===== config.mk =====
export PLATFORM = sky130hd
export DESIGN_NAME = serial_addsub
export DESIGN_NICKNAME = d
export VERILOG_FILES = /design/src/rtl/serial_addsub.sv
export SDC_FILE = /design/constraint.sdc
export NUM_CORES = 1
export LEC_CHECK = 0
export ABC_AREA = 0
export CAP_MARGIN = 5
export CORE_MARGIN = 5
export CORE_UTILIZATION = 25
export CTS_BUF_LIST = sky130_fd_sc_hd__clkbuf_16
export CTS_CLUSTER_SIZE = 14
export DETAILED_ROUTE_END_ITERATION = 6
export PLACE_DENSITY = 0.51
export RECOVER_POWER = 100
export SETUP_SLACK_MARGIN = 0.02
export SLEW_MARGIN = 20
export SYNTH_ARGS = -nofsm -noshare
export SYNTH_HDL_FRONTEND = slang
export SYNTH_SLANG_ARGS = --single-unit

===== constraint.sdc =====
create_clock -name clk -period 2.4 [get_ports clk]
set_input_delay 0.24 -clock clk [delete_from_list [all_inputs] [get_ports clk]]
set_output_delay 0.24 -clock clk [all_outputs]
set_load 0.02 [all_outputs]

===== src/rtl/serial_addsub.sv =====
// Bit-serial adder/subtractor: one full adder processes a WIDTH-bit operation LSB-first,
// with a valid/ready handshake on both the request side and the result side.
module serial_addsub #(
    parameter int WIDTH = 8
) (
    input  logic             clk,
    input  logic             reset,
    input  logic             in_valid,
    output logic             in_ready,
    input  logic [WIDTH-1:0] a,
    input  logic [WIDTH-1:0] b,
    input  logic             sub,
    output logic [WIDTH-1:0] z,
    output logic             cout,
    output logic             ovf,
    output logic             out_valid,
    input  logic             out_ready
);

    // state | meaning
    // IDLE  | waiting for a request, in_ready=1
    // RUN   | one result bit per cycle, WIDTH cycles
    // DONE  | result presented, waits for out_ready

    localparam int CW = $clog2(WIDTH + 1);
    localparam logic [CW-1:0] LAST = CW'(WIDTH - 1);

    typedef enum logic [1:0] {IDLE, RUN, DONE} state_t;

    state_t           state_q;
    state_t           state_d;
    logic [WIDTH-1:0] sa;
    logic [WIDTH-1:0] sb;
    logic [WIDTH-1:0] res;
    logic             c;
    logic [CW-1:0]    cnt;
    logic             ovf_q;

    logic accept;
    logic step;
    logic last_step;
    logic sum_bit;
    logic carry_bit;

    assign accept    = (state_q == IDLE) && in_valid;
    assign step      = (state_q == RUN);
    assign last_step = step && (cnt == LAST);

    assign sum_bit   = sa[0] ^ sb[0] ^ c;
    assign carry_bit = (sa[0] & sb[0]) | (c & (sa[0] ^ sb[0]));

    always_ff @(posedge clk or posedge reset) begin
        if (reset) begin
            state_q <= IDLE;
        end else begin
            state_q <= state_d;
        end
    end

    always_comb begin
        state_d = state_q;
        case (state_q)
            IDLE:    if (in_valid) state_d = RUN;
            RUN:     if (cnt == LAST) state_d = DONE;
            DONE:    if (out_ready) state_d = IDLE;
            default: state_d = IDLE;
        endcase
    end

    // Subtraction is A + ~B + 1: invert B on entry and seed the carry with sub.
    always_ff @(posedge clk or posedge reset) begin
        if (reset) begin
            sa    <= '0;
            sb    <= '0;
            res   <= '0;
            c     <= 1'b0;
            cnt   <= '0;
            ovf_q <= 1'b0;
        end else if (accept) begin
            sa    <= a;
            sb    <= b ^ {WIDTH{sub}};
            res   <= '0;
            c     <= sub;
            cnt   <= '0;
            ovf_q <= 1'b0;
        end else if (step) begin
            sa  <= {1'b0, sa[WIDTH-1:1]};
            sb  <= {1'b0, sb[WIDTH-1:1]};
            res <= {sum_bit, res[WIDTH-1:1]};
            c   <= carry_bit;
            cnt <= cnt + CW'(1);
            if (last_step) begin
                ovf_q <= c ^ carry_bit;
            end
        end
    end

    assign in_ready  = (state_q == IDLE);
    assign out_valid = (state_q == DONE);
    assign z         = out_valid ? res : '0;
    assign cout      = out_valid & c;
    assign ovf       = out_valid & ovf_q;

endmodule


-- Yosys cells after proc, flatten, opt, wreduce, memory -nomap -nowiden
Cells that the tools add are included.
- $add $sub $neg: 1
- multipliers: 0
- divide/modulo/power cells: 0
- magnitude comparators: 0
- equal/unequal tests: 6
- shifts and indexed selects: 0
- mux-type cells: 18
- bitwise operators: 9
- reductions and logical operators: 7
- operators with widths (operator ; count):
    two-way mux 8 bit ; 7
    two-way mux 4 bit ; 2
    XOR 8 bit ; 1
    two-way mux 2 bit ; 3
    one-hot mux 2 bit (3 select lines) ; 1
    two-way mux 1 bit ; 5
    adder 4 x 1 -> 4 bit, second input constant ; 1
    bitwise AND 1 bit ; 4
    == test 4 x 3 -> 1 bit, second input constant ; 1
    inequality test 2 x 1 -> 1 bit, second input constant ; 2
    nonzero test 2 bit ; 2
    AND reduction 3 bit ; 1
    XOR 1 bit ; 3
    == test 2 x 1 -> 1 bit, second input constant ; 1
    == test 2 bit, second input constant ; 1
    logical AND 1 bit ; 2
    zero test 2 bit ; 1
    inequality test 2 bit, second input constant ; 1
    AND reduction 2 bit ; 1
    bitwise OR 1 bit ; 1
- flip-flop bits (word level): 32
- latch bits: 0
- memory bits (writable): 0
- bits in read-only memories: 0
- bits of input ports: 21
- output and inout port bits: 12
- word-level logic and storage cells: 48
- memories kept: 0

-- Longest topological paths before layout
- depth after elaboration: 7
- mapped depth: 6
- depth with buffers taken out: 5

-- Worst setup path after synthesis
OpenSTA, ideal clock, no wires.
- path kind: flip-flop to output port
- from: reg state_q[0]
- to: out ovf
- arrival time: 1294 ps
- required time: 2160 ps
- setup slack: 866 ps
- cell stages (with the launch flop): 5
- path buffers: 2
- path through: dfrtp_1 > buf_6 > and2b_1 > clkbuf_1 > and2_1
- cells in the longest elaborated chain, start to end: 2
- RTL lines (what ; line ; text):
    start: declaration ; 30 ; state_t state_q;
    start signal: assignment ; 56 ; state_q <= state_d;
    == test 2 bit ; 99 ; assign out_valid = (state_q == DONE);
    via out_valid ; 16 ; output logic out_valid,
    bitwise AND 1 bit ; 102 ; assign ovf = out_valid & ovf_q;
    end: declaration ; 15 ; output logic ovf,
The timed path passes the listed nets, and every way through them passes these cells.

-- Worst setup path in the final report
- from: reg state_q[0]
- to: out in_ready
- cells in the longest elaborated chain, start to end: 1
- RTL lines (what ; line ; text):
    zero test 2 bit ; 98 ; assign in_ready = (state_q == IDLE);
    end: declaration ; 9 ; output logic in_ready,
No other way between the ends.

==> out/metrics.cfg <==
[sta]
finalHoldViolCount = 0
rsz0062_at_grt = no
tightest_slew_ns = 0.8510
fin_crit_ns = 2.164
finalCritPeriodShare_pct = 90.16
maxSlewHeadroom_pct = 43.27
skew_ns = 0.002933
finalSetupViolations = 0
drv_slew = 0
tns_ns = 0
timing.fmax_ghz = 0.4621

[clocking]
clock_latency_ns = 0.27
postCtsSetupBuffers = 0
hold_buffers = 0
cts_num_sinks = 32
clk_path_buf_depth = 2
cts_tree = done
postCtsResizedCells = 0
root_buffer = clkbuf_16
cts_buffers = 5
cts.clk_slew.worst_paths_ns = 0.05
htreeDepth = 2

[route]
drc = 0
ant_nets = 0
drt_iter0_drc = 116
vias = 1267
totalWireLength_mm = 3.534
detail_route.first_pass.iterations = 4
viasPerCell = 4.430
wire_per_inst_um = 12.36

[synthesis]
synth-seq-cells = 32
yosysWarnings = 0
syn_nets = 201
synth.largest_area_cell = dfrtp_1
synth_edf_count = 0
synth_area_per_cell_um2 = 9.180
synth_top_area_share_pct = 49.00
ys_types = 34
async_flop_share_pct = 100.0
synthTopCellsByArea = dfrtp_1 49%, nand2_1 9.4%, nand3_1 4.3%
synth_flop_cell = dfrtp_1
seq_area_frac_synth_pct = 49.00
synth_area_um2 = 1634
syn_inst = 178

[global_route]
grt.busiest_layer = met2
grtUsageMet1_pct = 11.63
grt.met2_usage_pct = 14.35
grt_max_degree = 33
grt-ovfl-total = 0
grt_pass1_wl_mm = 6.154
grt_pass1_vias = 1294
grt_util_met3_pct = 3.000
grt_antenna_before_repair = 0
grt_usage_pct = 9.222

[critical_path]
cpPeakStageDelay_ns = 0.67
r2r_setup_slack_ns = 0.34
cp_data_arrival_time_ns = 1.92
path_max_fanout = 18
cp_data_required_time_ns = 2.16
end_kind = primary output
startpoint_type = flop
cp_slowest_cell = dlygate4sd3_1
cp_cell_sequence = clkbuf_1 -> nor2_1 -> dlygate4sd3_1
path_class = reg2out

[floorplanning]
row_count = 29
dieHeight_um = 90.85
die_w_um = 90.85
ioPinCount = 33
start_util_pct = 25.73
coreArea_um2 = 6350
dieArea_um2 = 8253

[final_layout]
final-seq-area_um2 = 800.8
finish.utilization_pct = 33.77
multi_input_area_um2 = 720.7
diodes = 0
syn_to_final_growth_pct = 31.24
layout.cells.non_filler = 286
layout-drive-gt1-share_pct = 4.785
nets = 231
n_fill_cell = 672

[placed_design]
place_inst = 278
portBuffers = 32
gp_congestion = 0.6768
place_hpwl_mm = 2.358

[power_and_ir_drop]
cellPowerDensity_nw_per_um2 = 1128
p_leak_nw = 0.9909
peakVddDrop_mv = 0.3802

[min_path]
hold_path_class = reg2reg

[run_status]
status = complete, no violations

[job]
drv.max_cap_violation_count = 0

## registers in the layout (all words and copies together), names as in the netlist
signal,count
c,1
cnt,4
ovf_q,1
res,8
sa,8
sb,8
state_q,2
## layer usage
| metal | up-vias | part of all wire [%] |
|---|---|---|
| met5 | - | 0 |
| met4 | 0 | 1.4 |
| met3 | 5 | 5.9 |
| met2 | 36 | 43 |
| met1 | 570 | 49 |
| li1 | 656 | - |
## critical path, delay by kind of cell, from the launching register on
kind	cells	cell delay (ns)
DFF	1	0.33
buffers and inverters	2	1.24
and+or+nand+nor	1	0.07
## path summary, 6_finish.rpt
check / cells after the start / start / end
max: 3 / state_q[0] / in_ready
min: 2 / sa[0] / sa[0]
max reg2reg: 4 / state_q[0] / sb[3]
min reg2reg: 2 / sa[0] / sa[0]
max in group asynchronous: 3 / reset / ovf_q
min in group asynchronous: 3 / reset / state_q[1]
## cells in the mapped netlist, types with 2 or more instances
cell and number:
xor2_1 7, o21ai_0 10, and2_1 9, buf_6 3, a31oi_1 6, nor2b_1 2
nand2_1 41, and2b_1 2, nor2_1 8, buf_2 5, inv_1 5, mux2i_1 2
and3b_1 2, clkbuf_1 4, nand3_1 14, dfrtp_1 32, xnor2_1 2, nand2b_1 2
a22oi_1 7
## per-stage QoR
stage	worst slack (ns)	area (um^2)	power [mW]	hold WS [ns]
final	0.2361	2145	2.418	0.4788
after global routing	0.07551	2145	2.637	0.5126
after CTS	0.2526	2157	2.482	0.3954
after detailed placement	0.4609	1994	1.769	0.4739
after global placement	0.4897	1994	1.749	0.4630
after floorplan	0.8661	1634	1.563	0.3291
## cell families after synthesis
family	share of synthesized area, %
AOI/OAI and AO/OA	11.72
xor gates and xnor gates	4.824
adders and majority gates	1.991
buffers and inverters	6.890
DFF	49.00
muxes	1.225
and+or+nand+nor	24.35
## layout make-up
type	count	area share, %
Multi-Input combinational cell	127	33.61
Tap cell	77	4.492
Sequential cell	32	37.34
Clock inverter	3	1.750
Clock buffer	5	5.834
Timing Repair Buffer	37	16.10
Inverter	5	0.8751
## power breakdown
part	internal [mW]	switching, mW	total [mW]
clock network	0.482	0.221	0.702
registers	0.775	0.143	0.918
logic	0.327	0.471	0.798
total	1.58	0.835	2.42
## cell usage in the layout, fill, tap and decap left out, drive strengths merged, types with 2 or more instances in the layout
master	Yosys	routed
nand2	41	41
dfrtp	32	32
clkdlybuf4s50	0	19
nand3	14	14
dlygate4sd3	0	13
o21ai	12	12
and2	9	9
clkbuf	5	9
nor2	8	8
xor2	7	7
a22oi	7	7
a31oi	6	6
inv	5	5
nor2b	2	2
nand2b	2	2
and3b	2	2
xnor2	2	2
mux2i	2	2
and2b	2	2
clkinv	0	2
Power figures use the tool's default switching activity.
